## src/rtl/sync_trigger_pkg.sv

```systemverilog
// Shared definitions for the external trigger synchroniser: edge-mode codes,
// the channel FSM state type and the edge qualification helper.
package sync_trigger_pkg;

   localparam logic [1:0] EDGE_OFF  = 2'b00;
   localparam logic [1:0] EDGE_RISE = 2'b01;
   localparam logic [1:0] EDGE_FALL = 2'b10;
   localparam logic [1:0] EDGE_BOTH = 2'b11;

   typedef enum logic {
      ST_IDLE    = 1'b0,
      ST_HOLDOFF = 1'b1
   } ch_state_t;

   function automatic logic edge_qualified(input logic [1:0] mode,
                                           input logic       rise,
                                           input logic       fall);
      return (rise && (mode == EDGE_RISE || mode == EDGE_BOTH)) ||
             (fall && (mode == EDGE_FALL || mode == EDGE_BOTH));
   endfunction

endpackage

```

## src/rtl/sync_trigger_channel.sv

```systemverilog
// One trigger channel: synchroniser, glitch filter, edge qualification,
// hold-off FSM, event counter and sticky dropped-edge flag.
module sync_trigger_channel
   import sync_trigger_pkg::*;
#(
   parameter int SYNC_STAGES = 3,
   parameter int CNT_W       = 16,
   parameter int EVT_W       = 16
) (
   input  logic             clk,
   input  logic             srst,
   input  logic             trig_in,
   input  logic             enable,
   input  logic [1:0]       mode,
   input  logic [CNT_W-1:0] glitch_cycles,
   input  logic [CNT_W-1:0] holdoff_cycles,
   input  logic             count_clear,
   output logic             level,
   output logic             pulse,
   output logic [EVT_W-1:0] event_count,
   output logic             dropped
);

   logic [SYNC_STAGES-1:0] sync_reg;
   logic                   sample;

   logic                   level_reg, level_next;
   logic                   prev_level_reg;
   logic [CNT_W-1:0]       glitch_cnt_reg, glitch_cnt_next;

   ch_state_t              state_reg, state_next;
   logic [CNT_W-1:0]       hold_cnt_reg, hold_cnt_next;
   logic                   pulse_reg, pulse_next;
   logic [EVT_W-1:0]       count_reg, count_next;
   logic                   dropped_reg, dropped_next;

   logic                   rise;
   logic                   fall;
   logic                   qualified;

   assign sample = sync_reg[SYNC_STAGES-1];

   // Glitch filter: a disagreeing sample must persist for glitch_cycles+1
   // cycles; >= keeps the filter from stalling if the setting is lowered.
   always_comb begin
      level_next      = level_reg;
      glitch_cnt_next = '0;
      if (sample != level_reg) begin
         if (glitch_cnt_reg >= glitch_cycles) begin
            level_next = sample;
         end else begin
            glitch_cnt_next = glitch_cnt_reg + CNT_W'(1);
         end
      end
   end

   assign rise      = level_reg & ~prev_level_reg;
   assign fall      = ~level_reg & prev_level_reg;
   assign qualified = edge_qualified(mode, rise, fall);

   always_comb begin
      state_next    = state_reg;
      hold_cnt_next = hold_cnt_reg;
      pulse_next    = 1'b0;
      count_next    = count_reg;
      dropped_next  = dropped_reg;

      if (!enable) begin
         state_next    = ST_IDLE;
         hold_cnt_next = '0;
      end else begin
         case (state_reg)
            ST_IDLE: begin
               if (qualified) begin
                  pulse_next = 1'b1;
                  count_next = count_reg + EVT_W'(1);
                  if (holdoff_cycles != '0) begin
                     state_next    = ST_HOLDOFF;
                     hold_cnt_next = holdoff_cycles;
                  end
               end
            end
            ST_HOLDOFF: begin
               if (qualified) begin
                  dropped_next = 1'b1;
               end
               // Leave hold-off on the same edge the counter hits zero.
               if (hold_cnt_reg <= CNT_W'(1)) begin
                  state_next    = ST_IDLE;
                  hold_cnt_next = '0;
               end else begin
                  hold_cnt_next = hold_cnt_reg - CNT_W'(1);
               end
            end
            default: begin
               state_next    = ST_IDLE;
               hold_cnt_next = '0;
            end
         endcase
      end

      if (count_clear) begin
         count_next   = '0;
         dropped_next = 1'b0;
      end
   end

   always_ff @(posedge clk) begin
      if (srst) begin
         sync_reg       <= '0;
         level_reg      <= 1'b0;
         prev_level_reg <= 1'b0;
         glitch_cnt_reg <= '0;
         state_reg      <= ST_IDLE;
         hold_cnt_reg   <= '0;
         pulse_reg      <= 1'b0;
         count_reg      <= '0;
         dropped_reg    <= 1'b0;
      end else begin
         sync_reg       <= {sync_reg[SYNC_STAGES-2:0], trig_in};
         level_reg      <= level_next;
         prev_level_reg <= level_reg;
         glitch_cnt_reg <= glitch_cnt_next;
         state_reg      <= state_next;
         hold_cnt_reg   <= hold_cnt_next;
         pulse_reg      <= pulse_next;
         count_reg      <= count_next;
         dropped_reg    <= dropped_next;
      end
   end

   assign level       = level_reg;
   assign pulse       = pulse_reg;
   assign event_count = count_reg;
   assign dropped     = dropped_reg;

endmodule

```

## src/rtl/sync_external_trigger.sv

```systemverilog
// Multi-channel external trigger synchroniser: N_CH independent channels
// plus a registered OR of all channel pulses.
module sync_external_trigger
   import sync_trigger_pkg::*;
#(
   parameter int N_CH        = 4,
   parameter int SYNC_STAGES = 3,
   parameter int CNT_W       = 16,
   parameter int EVT_W       = 16
) (
   input  logic                  aclk,
   input  logic                  areset,
   input  logic [N_CH-1:0]       external_input,
   input  logic [N_CH-1:0]       ch_enable,
   input  logic [2*N_CH-1:0]     edge_mode,
   input  logic [CNT_W-1:0]      glitch_cycles,
   input  logic [CNT_W-1:0]      holdoff_cycles,
   input  logic                  count_clear,
   output logic [N_CH-1:0]       level_filtered,
   output logic [N_CH-1:0]       pulse_detected,
   output logic                  pulse_any,
   output logic [N_CH*EVT_W-1:0] event_count,
   output logic [N_CH-1:0]       dropped
);

   logic pulse_any_reg;

   generate
      for (genvar gi = 0; gi < N_CH; gi++) begin : g_ch
         sync_trigger_channel #(
            .SYNC_STAGES (SYNC_STAGES),
            .CNT_W       (CNT_W),
            .EVT_W       (EVT_W)
         ) u_ch (
            .clk            (aclk),
            .srst           (areset),
            .trig_in        (external_input[gi]),
            .enable         (ch_enable[gi]),
            .mode           (edge_mode[2*gi+1:2*gi]),
            .glitch_cycles  (glitch_cycles),
            .holdoff_cycles (holdoff_cycles),
            .count_clear    (count_clear),
            .level          (level_filtered[gi]),
            .pulse          (pulse_detected[gi]),
            .event_count    (event_count[EVT_W*gi +: EVT_W]),
            .dropped        (dropped[gi])
         );
      end
   endgenerate

   always_ff @(posedge aclk) begin
      if (areset) begin
         pulse_any_reg <= 1'b0;
      end else begin
         pulse_any_reg <= |pulse_detected;
      end
   end

   assign pulse_any = pulse_any_reg;

endmodule

```

## config.mk

```make
export PLATFORM = sky130hd
export DESIGN_NAME = sync_external_trigger
export DESIGN_NICKNAME = d
export VERILOG_FILES = /design/src/rtl/sync_trigger_pkg.sv /design/src/rtl/sync_trigger_channel.sv /design/src/rtl/sync_external_trigger.sv
export SDC_FILE = /design/constraint.sdc
export NUM_CORES = 1
export LEC_CHECK = 0
export ABC_AREA = 1
export BUFFER_PORTS_ARGS = -buffer_cell sky130_fd_sc_hd__buf_2
export CORE_ASPECT_RATIO = 0.5
export CORE_UTILIZATION = 50
export CTS_CLUSTER_SIZE = 25
export DETAILED_ROUTE_END_ITERATION = 7
export HOLD_SLACK_MARGIN = 0.05
export PLACE_DENSITY = 0.72
export RECOVER_POWER = 100
export SYNTH_ARGS = -nofsm -noshare
export SYNTH_HDL_FRONTEND = slang
export SYNTH_SLANG_ARGS = --single-unit
export TNS_END_PERCENT = 10
```

## constraint.sdc

```tcl
create_clock -name aclk -period 1.6 [get_ports aclk]
set_input_delay 0.32 -clock aclk [delete_from_list [all_inputs] [get_ports aclk]]
set_output_delay 0.32 -clock aclk [all_outputs]
set_load 0.1 [all_outputs]
```

==> Yosys cells after proc, flatten, opt, wreduce, memory -nomap -nowiden <==
Cells that the tools add are included.
{ "classes": {"add_sub_neg": 12, "magnitude_cmp": 8, "eq_ne": 24, "muxes": 30, "bitwise_logic": 28, "reduce_logical": 51} }
{ "op_table": {"columns": ["cell", "count"], "rows": [
  ["$mux W16", 9],
  ["$add A16 B1 Y16 const B", 8],
  ["$pmux W16 S2", 4],
  ["$ge A16 B16 Y1", 4],
  ["$le A16 B1 Y1 const B", 4],
  ["$sub A16 B1 Y16 const B", 4],
  ["$reduce_and A3 Y1", 8],
  ["$reduce_or A3 Y1", 8],
  ["$not A1 Y1", 20],
  ["$eq A2 B2 Y1 const B", 8],
  ["$reduce_and A2 Y1", 8],
  ["$reduce_bool A16 Y1", 1],
  ["$mux W1", 13],
  ["$logic_or A1 B1 Y1", 12],
  ["$ne A2 B1 Y1 const B", 5],
  ["$reduce_or A2 Y1", 5],
  ["$and A1 B1 Y1", 8],
  ["$eq A2 B1 Y1 const B", 4],
  ["$logic_and A1 B1 Y1", 8],
  ["$pmux W1 S2", 4],
  ["$ne A2 B2 Y1 const B", 3],
  ["$ne A1 B1 Y1", 4],
  ["$reduce_or A4 Y1", 1]
]} }
{ "totals": {"regBits": 225, "input_bits": 51, "output_inout_bits": 77, "word_cells": 190} }

==> Depth between registers and ports, before layout <==
{ "depth": {"word_depth": 6, "ltp_mapped": 13, "mapped_depth_nobuf": 13} }

==> Cells and area by module <==
From an unflattened synthesis, not the netlist that was laid out.
{ "unflattened": {"hier_cells": 2089, "hier_area_um2": 13958.4} }
{ "modules_own_cells": {"columns": ["module", "instances", "cells_each", "area_each_um2", "seq_area_each_um2"], "rows": [
  ["sync_trigger_channel at g_ch[0].u_ch ...", 3, 519, 3484.6, 1121.1],
  ["sync_trigger_channel at g_ch[3].u_ch", 1, 528, 3472.1, 1121.1],
  ["sync_external_trigger", 1, 4, 32.5, 20.0]
]} }

==> Worst setup path before layout <==
OpenSTA, ideal clock, no wires.
{ "synth_timing": {"kind": "reg-to-reg", "start": "reg g_ch[3].u_ch.count_reg[1]", "end": "reg g_ch[3].u_ch.count_reg[14]", "setup_time_ps": 128, "t_arrival_ps": 2105, "setup_slack_ps": -633, "stages_incl_launch_ff": 9, "path_buffers": 0, "period_less_slack_ps": 2233, "cell_sequence": "dfxtp_1 > ha_1 > nand2_1 > nor2_1 > nand2_1 > nor3_4 > nand3_1 > nand2_1 > nor2_1"} }
{ "synth_via": {"elab_chain_len": 1} }
{ "synth_lines": {"columns": ["item", "line", "rtl"], "rows": [
  ["start, declared", "sync_trigger_channel.sv:34", "logic [EVT_W-1:0] count_reg, count_next;"],
  ["start signal, assigned", "sync_trigger_channel.sv:127", "count_reg <= count_next;"],
  ["$add A16 B1 Y16", "sync_trigger_channel.sv:76", "count_next = count_reg + EVT_W'(1);"]
]} }
No other way between the ends.
A chain may end at the register's enable or synchronous reset.

==> Final worst setup path <==
{ "layout_timing": {"start": "reg g_ch[2].u_ch.glitch_cnt_reg[10]", "end": "reg g_ch[2].u_ch.glitch_cnt_reg[1]"} }
{ "layout_via": {"elab_chain_len": 2} }
{ "layout_lines": {"columns": ["item", "line", "rtl"], "rows": [
  ["start, declared", "sync_trigger_channel.sv:29", "logic [CNT_W-1:0] glitch_cnt_reg, glitch_cnt_next;"],
  ["start signal, assigned", "sync_trigger_channel.sv:123", "glitch_cnt_reg <= glitch_cnt_next;"],
  ["$ge A16 B16 Y1", "sync_trigger_channel.sv:49", "if (glitch_cnt_reg >= glitch_cycles) begin"],
  ["$reduce_or A3 Y1 (no source line)", null, null]
]} }
No other way between the ends.

==> metrics.csv <==
metric,value,unit
ios,128,
layout_setup_ws,-0.008418,ns
synth-seq-cells,225,
relSlewSlack,0.6794,
switching_share,0.2281,
report.final.slew_viol_count,0,
cts_buffers,21,
cellInternalPower,8.519,mW
final_design_area_no_fill,16820,um2
max_freq,621.7,MHz
first_global_vias,12030,
synth_area_leader_cell,dfxtp_1,
yosysWarningCount,0,
rsz0062_at_grt,yes,
fp.dieW,233.4,um
clk_pin_slew,0.07,ns
critPathMaxStageDelay,0.33,ns
setup_viol,8,
drc,6,
regArea,4653,um2
layout.nets,2397,
hp-class,primary input to flip-flop,
placed_area,15420,um2
finalNonFillerCells,2622,
num_vias,13330,
fin_util,0.6532,
combPwrFrac,0.050,
finalCriticalPeriod,1.608,ns
detail-route-antenna-nets,0,
ys_async_sr_fraction,0,
final-hold-violation-count,0,
grt.overflow.total,0,
yosys_most_used_dff,dfxtp_1,
grt_antenna_before_repair,1,
cap_violations,0,
die-area,27480,um2
pwr-share-clk,0.444,
cts.sinks,225,
multi_input_area,7979,um2
root_buffer,clkbuf_16,
clock_path_buffers,3,
dp.cells,2573,
area_growth,25.62,%
critPathRequiredTime,2.03,ns
wl_per_cell,13.64,um
critPathArrivalTime,2.04,ns
critPathLaunchType,flip-flop,
core,25750,um2
worst_slew_pin_slew,0.4843,ns
ys_top_cells_by_area,"dfxtp_1 (34%), nand2_1 (12%), nor2_1 (10%)",
whs,0.08930,ns
syn-num-nets,2147,
clk_latency,0.51,ns
critPathMaxFanout,8,
synth_top_area_frac,0.3364,
grt_pass1_wl,57.04,mm
grt_usage,0.2518,
synth.distinct_cells,34,
rows,41,
dr.pass1.iters,7,
place_congestion,0.9078,
wl,35.77,mm
syn_inst,2016,
start_util,0.5200,
path_cells,"ha_1, nand2_2, o21bai_1, a21oi_1, nor2_1, nand4_1, buf_6, nor2_2",
ys_seq_area_frac,0.3364,
grt_max_degree,36,
hpwl,26.27,mm
p_sw,2.517,mW
violations,"design-rule violations, negative setup slack",
crit_type,flip-flop to flip-flop,
synth_edf_count,0,
cp_slowest_cell,dfxtp_2,
drt-initial-drc-count,861,
avgSynthCellArea,6.643,um2
cts_tree,yes,
io_buffers,127,
outcome,"finished, violations left",
fin_skew,0.01455,ns
peakVddDrop,628.0,uV
htree_levels,1,
power_frac_seq,0.506,
fill_cells,2327,
cellPowerDensity,656.0,nW/um2
routed_via_density,5.085,
drive_gt1_frac,0.2139,
p_leak,7.647,nW
timing.final.crit_share,1.005,
cp-end-kind,flip-flop,
die_h,117.7,um
syn_area,13390,um2
[worst max-delay path, delay by kind of cell (launching register included)]
family          cells  cell delay, ns
fa+ha+maj           1            0.28
compound gates      2            0.18
simple gates        4            0.54
flops               1            0.33
buf+inv             1            0.22
[through the flow]
| step | setup slack (ns) | total power [mW] | TNS, ns |
|---|---|---|---|
| after floorplan | -0.2181 | 5.951 | -3.259 |
| after global placement | -0.1745 | 6.212 | -15.59 |
| after detailed placement | -0.2422 | 6.221 | -20.40 |
| after CTS | 0.0004926 | 11.10 | 0 |
| after global routing | -0.1030 | 11.42 | -3.388 |
| final | -0.008418 | 11.04 | -0.03477 |
[Yosys cell counts (all sizes together), types with 33 or more instances]
cell and instances:
nor2 363, nor3 47, xnor2 38, nand3 137
xor2 61, nand4 33, inv 275, nand2 427
buf 33, a21oi 108, ha 80, dfxtp 225
o21ai 132
[per-layer routing]
layer | track usage | part of all wire
met2 | 0.4266 | 0.46
met4 | 0.06169 | 0.024
met3 | 0.04360 | 0.055
met5 | 0 | 0
met1 | 0.3308 | 0.46
[power groups by stage]
stage | Combinational (mW) | Clock (mW) | Sequential (mW)
2_1_floorplan | 0.243 | 0 | 5.71
3_3_place_gp | 0.503 | 0 | 5.71
3_5_place_dp | 0.512 | 0 | 5.71
4_1_cts | 0.521 | 5.00 | 5.58
5_1_grt | 0.607 | 5.24 | 5.58
6_report | 0.552 | 4.90 | 5.58
[path summary, 6_finish.rpt]
kind	from	endpoint	slack (ns)	cells after the start
setup reg to reg	g_ch[2].u_ch.glitch_cnt_reg[10]	g_ch[2].u_ch.glitch_cnt_reg[1]	-0.008	8
setup / recovery	g_ch[2].u_ch.glitch_cnt_reg[10]	g_ch[2].u_ch.glitch_cnt_reg[1]	-0.008	8
hold reg to reg	g_ch[2].u_ch.sync_reg[0]	g_ch[2].u_ch.sync_reg[1]	0.40	2
hold / removal	ch_enable[1]	g_ch[1].u_ch.dropped	0.09	3
[logic make-up after synthesis]
| group | count (synthesis) | share of synthesized area |
|---|---|---|
| flops | 225 | 0.3364 |
| fa+ha+maj | 80 | 0.07475 |
| buf+inv | 326 | 0.09969 |
| xor+xnor | 99 | 0.06475 |
| compound gates | 271 | 0.1062 |
| simple gates | 1015 | 0.3182 |
[placed cells by master (no fill, tap or decap), drive strengths merged, types with 6 or more instances in the layout]
cell type  instances
nor3              47
ha                80
o21a               9
o21bai             7
dfxtp            225
xnor2             38
inv              271
clkbuf            32
nand4             33
o21ai            132
a21o               6
nand2            427
a21oi            108
buf              269
nor2             363
nand3            137
xor2              61
[layout make-up]
type | count | area share
Antenna cell | 1 | 0.0001488
Clock buffer | 27 | 0.03258
Clock inverter | 7 | 0.005058
Inverter | 275 | 0.06240
Multi-Input combinational cell | 1465 | 0.4743
Sequential cell | 225 | 0.2766
Tap cell | 344 | 0.02559
Timing Repair Buffer | 278 | 0.1233
[timing repair]
item                       in CTS  in global routing
buffers inserted                3                  6
pin swaps                       1                 19
setup endpoints to repair     105                161
cloned                          0                  1
hold endpoints to repair        4                  0
resized for setup              80                140
hold buffers                    4                  0
No activity file was read; power rests on OpenSTA's default activity.
